===== config.mk =====
export PLATFORM = sky130hd
export DESIGN_NAME = clock_reset_ctrl
export DESIGN_NICKNAME = d
export VERILOG_FILES = /design/src/rtl/clock_reset_ctrl.sv
export SDC_FILE = /design/constraint.sdc
export NUM_CORES = 1
export LEC_CHECK = 0
export ABC_AREA = 1
export CAP_MARGIN = 20
export CORE_MARGIN = 2
export CORE_UTILIZATION = 35
export DETAILED_ROUTE_END_ITERATION = 6
export PLACE_DENSITY = 0.66
export SLEW_MARGIN = 40
export SYNTH_ARGS = -nofsm -noshare
export SYNTH_HDL_FRONTEND = slang
export SYNTH_SLANG_ARGS = --single-unit

===== constraint.sdc =====
create_clock -name system_clock -period 3.01 [get_ports system_clock]
set_clock_uncertainty 0.1 [all_clocks]
set_input_delay 0.7525 -clock system_clock [delete_from_list [all_inputs] [get_ports system_clock]]
set_output_delay 0.7525 -clock system_clock [all_outputs]
set_load 0.01 [all_outputs]

===== src/rtl/clock_reset_ctrl.sv =====
// Sequenced per-channel reset release plus per-channel divided clock enables.
// Optional CLOCK_RESET_CYCLE_CNT_EN adds the run_cycles counter output.
module clock_reset_ctrl #(
  parameter int CH_NUM      = 4,
  parameter int HOLD_CYCLES = 4,
  parameter int STAGE_GAP   = 2,
  parameter int DIV_WIDTH   = 8
) (
  input  logic                        system_clock,
  input  logic                        reset,
  input  logic                        ck_en_in,
  input  logic                        sw_reset_req,
  input  logic [CH_NUM*DIV_WIDTH-1:0] div_ratio,
  output logic [CH_NUM-1:0]           ch_rst_out,
  output logic [CH_NUM-1:0]           ch_clk_en,
  output logic                        seq_done,
  output logic [1:0]                  seq_state
`ifdef CLOCK_RESET_CYCLE_CNT_EN
  ,
  output logic [31:0]                 run_cycles
`endif
);

  localparam int HW = (HOLD_CYCLES > 1) ? $clog2(HOLD_CYCLES) : 1;
  localparam int GW = (STAGE_GAP > 1) ? $clog2(STAGE_GAP) : 1;
  localparam int IW = (CH_NUM > 1) ? $clog2(CH_NUM) : 1;
  localparam logic [HW-1:0] HOLD_LAST = HW'(HOLD_CYCLES - 1);
  localparam logic [GW-1:0] GAP_LAST  = GW'(STAGE_GAP - 1);
  localparam logic [IW-1:0] CH_LAST   = IW'(CH_NUM - 1);

  typedef enum logic [1:0] {
    S_HOLD    = 2'd0,
    S_RELEASE = 2'd1,
    S_RUN     = 2'd2
  } state_t;

  state_t              state_q, state_d;
  logic [HW-1:0]       hold_q, hold_d;
  logic [GW-1:0]       gap_q, gap_d;
  logic [IW-1:0]       idx_q, idx_d;
  logic [CH_NUM-1:0]   rst_q, rst_d;
  logic                done_q, done_d;
  logic [1:0]          sync_ff;
  logic                synced;

  logic [DIV_WIDTH-1:0] cnt_q   [CH_NUM];
  logic [DIV_WIDTH-1:0] ratio_q [CH_NUM];

  always_ff @(posedge system_clock or posedge reset) begin
    if (reset) sync_ff <= '0;
    else       sync_ff <= {sync_ff[0], 1'b1};
  end
  assign synced = sync_ff[1];

  always_ff @(posedge system_clock or posedge reset) begin
    if (reset) begin
      state_q <= S_HOLD;
      hold_q  <= '0;
      gap_q   <= '0;
      idx_q   <= '0;
      rst_q   <= '1;
      done_q  <= 1'b0;
    end else begin
      state_q <= state_d;
      hold_q  <= hold_d;
      gap_q   <= gap_d;
      idx_q   <= idx_d;
      rst_q   <= rst_d;
      done_q  <= done_d;
    end
  end

  always_comb begin
    state_d = state_q;
    hold_d  = hold_q;
    gap_d   = gap_q;
    idx_d   = idx_q;
    rst_d   = rst_q;
    done_d  = done_q;
    case (state_q)
      S_HOLD: begin
        if (synced) begin
          if (hold_q == HOLD_LAST) begin
            hold_d   = '0;
            rst_d[0] = 1'b0;
            if (CH_NUM == 1) begin
              state_d = S_RUN;
              done_d  = 1'b1;
            end else begin
              state_d = S_RELEASE;
              idx_d   = IW'(1);
              gap_d   = '0;
            end
          end else begin
            hold_d = hold_q + 1'b1;
          end
        end
      end
      S_RELEASE: begin
        if (gap_q == GAP_LAST) begin
          gap_d        = '0;
          rst_d[idx_q] = 1'b0;
          if (idx_q == CH_LAST) begin
            state_d = S_RUN;
            done_d  = 1'b1;
          end else begin
            idx_d = idx_q + 1'b1;
          end
        end else begin
          gap_d = gap_q + 1'b1;
        end
      end
      S_RUN:   ;
      default: state_d = S_HOLD;
    endcase
    // Applied last so a request overrides a release due on the same edge.
    if (sw_reset_req) begin
      state_d = S_HOLD;
      hold_d  = '0;
      gap_d   = '0;
      idx_d   = '0;
      rst_d   = '1;
      done_d  = 1'b0;
    end
  end

  // Ratio tracks the input while a channel is held, so the release edge latches it.
  always_ff @(posedge system_clock or posedge reset) begin
    if (reset) begin
      ch_clk_en <= '0;
      for (int unsigned i = 0; i < CH_NUM; i++) begin
        cnt_q[i]   <= '0;
        ratio_q[i] <= '0;
      end
    end else begin
      for (int unsigned i = 0; i < CH_NUM; i++) begin
        if (rst_q[i] || sw_reset_req) begin
          cnt_q[i]     <= '0;
          ch_clk_en[i] <= 1'b0;
          if (rst_q[i]) ratio_q[i] <= div_ratio[i*DIV_WIDTH +: DIV_WIDTH];
        end else if (!ck_en_in) begin
          ch_clk_en[i] <= 1'b0;
        end else if (cnt_q[i] == ratio_q[i]) begin
          cnt_q[i]     <= '0;
          ch_clk_en[i] <= 1'b1;
          ratio_q[i]   <= div_ratio[i*DIV_WIDTH +: DIV_WIDTH];
        end else begin
          cnt_q[i]     <= cnt_q[i] + 1'b1;
          ch_clk_en[i] <= 1'b0;
        end
      end
    end
  end

`ifdef CLOCK_RESET_CYCLE_CNT_EN
  always_ff @(posedge system_clock or posedge reset) begin
    if (reset)                               run_cycles <= '0;
    else if (sw_reset_req || state_q != S_RUN) run_cycles <= '0;
    else if (run_cycles != '1)               run_cycles <= run_cycles + 1'b1;
  end
`endif

  assign ch_rst_out = rst_q;
  assign seq_done   = done_q;
  assign seq_state  = state_q;

endmodule


Word level (Yosys, flattened, before mapping)
Index checks and enable logic that the tools add are counted.
W data, S select, Z words.
{ "word_totals": {"register_bits": 82, "input_bits": 36, "out_inout_bits": 11, "elab_cells": 146} }
{ "op_classes": {"n_addsub": 7, "order_cmp": 2, "eq_ne": 18, "n_mux": 69, "bitwise": 2, "reduce_logical": 31} }
{ "op_table": {"columns": ["cell", "n"], "rows": [
  ["$mux W8", 28],
  ["$add A8 B1 Y8 const B", 4],
  ["$eq A8 B8 Y1", 4],
  ["$reduce_bool A2 Y1", 13],
  ["$mux W2", 12],
  ["$mux W1", 21],
  ["$reduce_and A3 Y1", 6],
  ["$ne A3 B3 Y1 const B", 5],
  ["$ne A2 B2 Y1 const B", 5],
  ["$reduce_and A5 Y1", 2],
  ["$mux W4", 2],
  ["$eq A2 B2 Y1 const B", 3],
  ["$pmux W2 S3", 1],
  ["$add A2 B1 Y2 const B", 2],
  ["$and A4 B4 Y4", 1],
  ["$logic_or A1 B1 Y1", 4],
  ["$not A4 Y4", 1],
  ["$pmux W1 S2", 2],
  ["$pmux W2 S2", 1],
  ["$reduce_and A2 Y1", 2],
  ["$reduce_and A4 Y1", 1],
  ["$lt A2 B3 Y1 const B", 1],
  ["$mux W3", 1],
  ["$reduce_bool A3 Y1", 1],
  ["6 further kinds", 6]
]} }

Depth between registers and ports, before layout
{ "depth": {"word_depth": 9, "ltp_mapped": 10, "ltp_nobuf": 10} }

Worst setup path after synthesis
OpenSTA, ideal clock, no wires.
{ "synth_path": {"kind": "in2reg", "startpoint": "input sw_reset_req", "endpoint": "register cnt_q[31] (netlist bit)", "setup_time_ps": 123, "t_arrival_ps": 1595, "required_ps": 2787, "setup_slack_ps": 1193, "path_stages": 8, "n_path_buf": 1, "path_cell_list": "inv_1 nand2_1 nor2_1 inv_1 buf_6 nand4_1 xor2_1 nor2_1"} }
{ "synth_via": {"elab_chain_len": 2, "word_cells_on_any_way": 3, "classes_between": "mux (1); reduce/logical (2)"} }
{ "synth_rtl": {"columns": ["element", "line_no", "rtl"], "rows": [
  ["from (decl)", "12", "input logic sw_reset_req,"],
  ["$logic_or A1 B1 Y1 (*)", "137", "if (rst_q[i] || sw_reset_req) begin"],
  ["$mux W8 / $reduce_bool A2 Y1 (equally long branches)", null, null],
  ["to (signal, indexed assignment)", "148", "cnt_q[i] <= cnt_q[i] + 1'b1;"],
  ["to (decl)", "46", "logic [DIV_WIDTH-1:0] cnt_q [CH_NUM];"]
]} }
Mark *: on every way between the ends. The rest lies on a longest branch, timed or not.
A chain may end at the register's enable or synchronous reset.

Worst setup path in the final report
{ "layout_path": {"startpoint": "input sw_reset_req", "endpoint": "register idx_q[1]"} }
{ "layout_via": {"elab_chain_len": 2, "word_cells_on_any_way": 7, "classes_between": "eq/ne (4); mux (1); reduce/logical (2)"} }
{ "layout_rtl": {"columns": ["element", "line_no", "rtl"], "rows": [
  ["$ne A3 B3 Y1 (no source line) / $reduce_bool A3 Y1 (equally long branches)", null, null],
  ["$reduce_and A5 Y1 (no source line)", null, null],
  ["to (signal assigned)", "67", "idx_q <= idx_d;"],
  ["to (decl)", "40", "logic [IW-1:0] idx_q, idx_d;"]
]} }
Parallel ways exist; a longest one is shown, timed or not.

==> results.json <==
{
  "critPathCaptureType": "register",
  "slowest_delay_ps": 580,
  "setup_viol": 0,
  "period_share_pct": 77.76,
  "criticalPathCategory": "input pin to register",
  "cts_tree": "built",
  "r2r.worst_path.cells": 7,
  "rsz0062_at_grt": "false",
  "synth-main-ff-cell": "dfrtp_1",
  "synth_top_area_share_pct": 44.16,
  "antenna_found_initial": 0,
  "die_x_um": 116.4,
  "clockRootBuffer": "clkbuf_16",
  "vias_per_cell": 4.666,
  "grtUsageMet3_pct": 4.359,
  "synth_async_sr_flop_share_pct": 100.0,
  "grt_pass1_wl_um": 16860,
  "finalNetCount": 700,
  "synth_edf_count": 0,
  "cp_top_family": "buffers and inverters",
  "numCtsBuffers": 9,
  "syn_area_per_cell_um2": 7.405,
  "drive_gt1_share_pct": 6.364,
  "setup_tns_ps": 0,
  "yosysUniqueCellTypes": 31,
  "gp_congestion": 0.8835,
  "die-area_um2": 13550,
  "crit_end": "idx_q[1]$_DFFE_PP0P_",
  "p_leak_uw": 0.002733,
  "maxCapViolCount": 0,
  "dp_hpwl_um": 7264,
  "drv_slew": 0,
  "peakVddDrop_v": 0.0003161,
  "power.density_nw_per_um2": 497.0,
  "vias": 3882,
  "num_io_pins": 47,
  "yosysWarnings": 0,
  "wirelength_um": 9939,
  "synth_most_common_cell": "nand2_1",
  "core_area_um2": 12470,
  "setup.worst_path.start_class": "input pin",
  "cts.sinks": 82,
  "grt_use_met2_pct": 25.62,
  "synth_largest_area_cell": "dfrtp_1",
  "ant_nets": 0,
  "drcViolationCount": 0,
  "final_cell_area_um2": 5444,
  "min_path_type": "register to register",
  "grt_usage_pct": 15.77,
  "grt_max_degree": 36,
  "port_buffers": 46,
  "cp-startpoint": "sw_reset_req",
  "synthCells": 597,
  "ys_seq_area_share_pct": 46.53,
  "clkTransAtPathRegs_ps": 60,
  "syn-num-nets": 642,
  "synthTopCellsByArea": "dfrtp_1 (44%), nand2_1 (18%), inv_1 (7.3%), nand3_1 (7.2%), nor2_1 (3.6%)",
  "reg2reg_slack_ps": 990,
  "grt_use_met1_pct": 20.58,
  "slowest_stage": "clkdlybuf4s50_1",
  "postCtsHoldBufs": 0,
  "placed_cell_area_um2": 5126,
  "die_h_um": 116.4,
  "rows": 41,
  "area_delta_synth_final_pct": 23.15,
  "regToRegEndpoint": "cnt_q[23]$_DFFE_PP0P_",
  "start_util_pct": 35.46,
  "wl_per_cell_um": 11.95,
  "critPathBufInv": 4,
  "diodes": 0,
  "finalHoldViolations": 0,
  "fin_crit_ps": 2340,
  "crit_chain": "clkdlybuf4s50_1 -> inv_1 -> buf_4 -> nand2_1 -> inv_1 -> a21oi_1 -> nand2_1 -> nand2_1 -> o21ai_0",
  "cp.depth": 9,
  "drt_iter0_drc": 211,
  "postCtsSetupBuffers": 0,
  "crit_path_max_fanout": 10,
  "cts_buffer_depth": 2,
  "first_pass_iters": 4,
  "htree_levels": 3,
  "clkLatencyLatePin_ps": 340,
  "first_global_vias": 3764,
  "ys_top_cells_by_count": "nand2_1 (217), inv_1 (86), dfrtp_1 (78), nand3_1 (64), nor2_1 (42)",
  "postLayoutCoreUtil_pct": 43.67,
  "ys_seq_elements": 82,
  "required_ps": 3130,
  "arrival_ps": 2460,
  "r2r_start": "ch_rst_out[1]$_DFFE_PP1P_",
  "cts_resized": 0,
  "clock.fmax_ghz": 0.4273,
  "status": "finished clean",
  "top_usage_layer": "met2",
  "grt_overflow": 0,
  "cpMostUsedCell": "nand2_1",
  "synth.cell_area_um2": 4420
}
==> layout by cell type, fill, tap and decap left out <==
cell type | synthesis | layout
a31o_2 | 1 | 1
inv_1 | 86 | 85
nor3_1 | 8 | 8
conb_1 | 1 | 1
xnor2_1 | 10 | 10
inv_2 | 3 | 3
bufinv_16 | 0 | 1
a31oi_1 | 3 | 3
nand2_1 | 217 | 217
nor2_1 | 42 | 42
o21ai_1 | 3 | 3
nand3_1 | 64 | 64
a21oi_1 | 17 | 17
nand4_2 | 2 | 2
clkbuf_8 | 0 | 4
o211ai_1 | 1 | 1
o21bai_1 | 2 | 2
o31ai_1 | 1 | 1
nor3_2 | 2 | 2
ha_1 | 9 | 9
nand4_1 | 4 | 4
nand2_2 | 4 | 4
dfstp_2 | 4 | 4
nor2_2 | 1 | 1
clkbuf_16 | 0 | 9
clkinv_2 | 0 | 1
o21ai_0 | 11 | 11
buf_4 | 2 | 8
buf_12 | 0 | 1
clkbuf_1 | 0 | 2
dfrtp_1 | 78 | 78
nand3_2 | 1 | 1
clkinv_1 | 1 | 1
xor2_1 | 13 | 13
clkdlybuf4s50_1 | 0 | 46
==> through the flow <==
| step | instances | hold WS [ps] | total power (uW) | setup WS (ps) |
|---|---|---|---|---|
| finish | 832 | 251.7 | 2706 | 669.6 |
| global route | 832 | 257.0 | 2839 | 469.5 |
| CTS | 832 | 248.5 | 2731 | 685.4 |
| detailed placement | 816 | 235.8 | 1569 | 342.5 |
| global placement | 816 | 236.9 | 1554 | 349.5 |
| floorplan | 597 | 231.2 | 1435 | 55.68 |
==> registers in the layout, indices dropped and copies added (netlist names) <==
signal      count
seq_state       2
ch_rst_out      4
ch_clk_en       4
gap_q           1
cnt_q          32
hold_q          2
idx_q           2
ratio_q        32
seq_done        1
sync_ff         2
==> logic make-up after synthesis <==
logic type	count (synthesis)	share of synthesized area (%)
xor+xnor	23	4.557
fa+ha+maj	9	2.547
compound gates	39	4.812
simple gates	345	32.66
other cells	1	0.08483
buf+inv	98	8.802
flops	82	46.53
==> layer usage <==
layer	vias to the layer above	share of wire [%]
met2	80	47
met1	1817	47
met5	-	0
met4	0	1.7
li1	1968	-
met3	17	4.6
==> worst min-delay path by stage <==
stage,startpoint,end,slack [ps],cells past startpoint
after global routing,sync_ff[0]$_DFF_PP0_,sync_ff[1]$_DFF_PP0_,260,0
after detailed placement,sync_ff[0]$_DFF_PP0_,sync_ff[1]$_DFF_PP0_,240,0
after CTS,sync_ff[0]$_DFF_PP0_,sync_ff[1]$_DFF_PP0_,250,0
after global placement,sync_ff[0]$_DFF_PP0_,sync_ff[1]$_DFF_PP0_,240,0
after floorplan,sync_ff[0]$_DFF_PP0_,sync_ff[1]$_DFF_PP0_,230,0
final,sync_ff[0]$_DFF_PP0_,sync_ff[1]$_DFF_PP0_,250,0
==> cell type report <==
type	count	area, um^2
inverters	90	339.1
clock buffers	15	287.8
flip-flops and latches	82	2057
multi-input cells	417	1974
repair buffers	55	540.5
well taps	172	215.2
clock inverters	1	30.03
fillers	1222	7022
==> report_power, final <==
| group | total, uW | internal, uW | switching, uW | leakage [uW] |
|---|---|---|---|---|
| clock network | 1160 | 734 | 424 | 0.000156 |
| logic | 327 | 140 | 187 | 0.00152 |
| registers | 1220 | 1170 | 53.6 | 0.00105 |
Power figures use the tool's default switching activity.
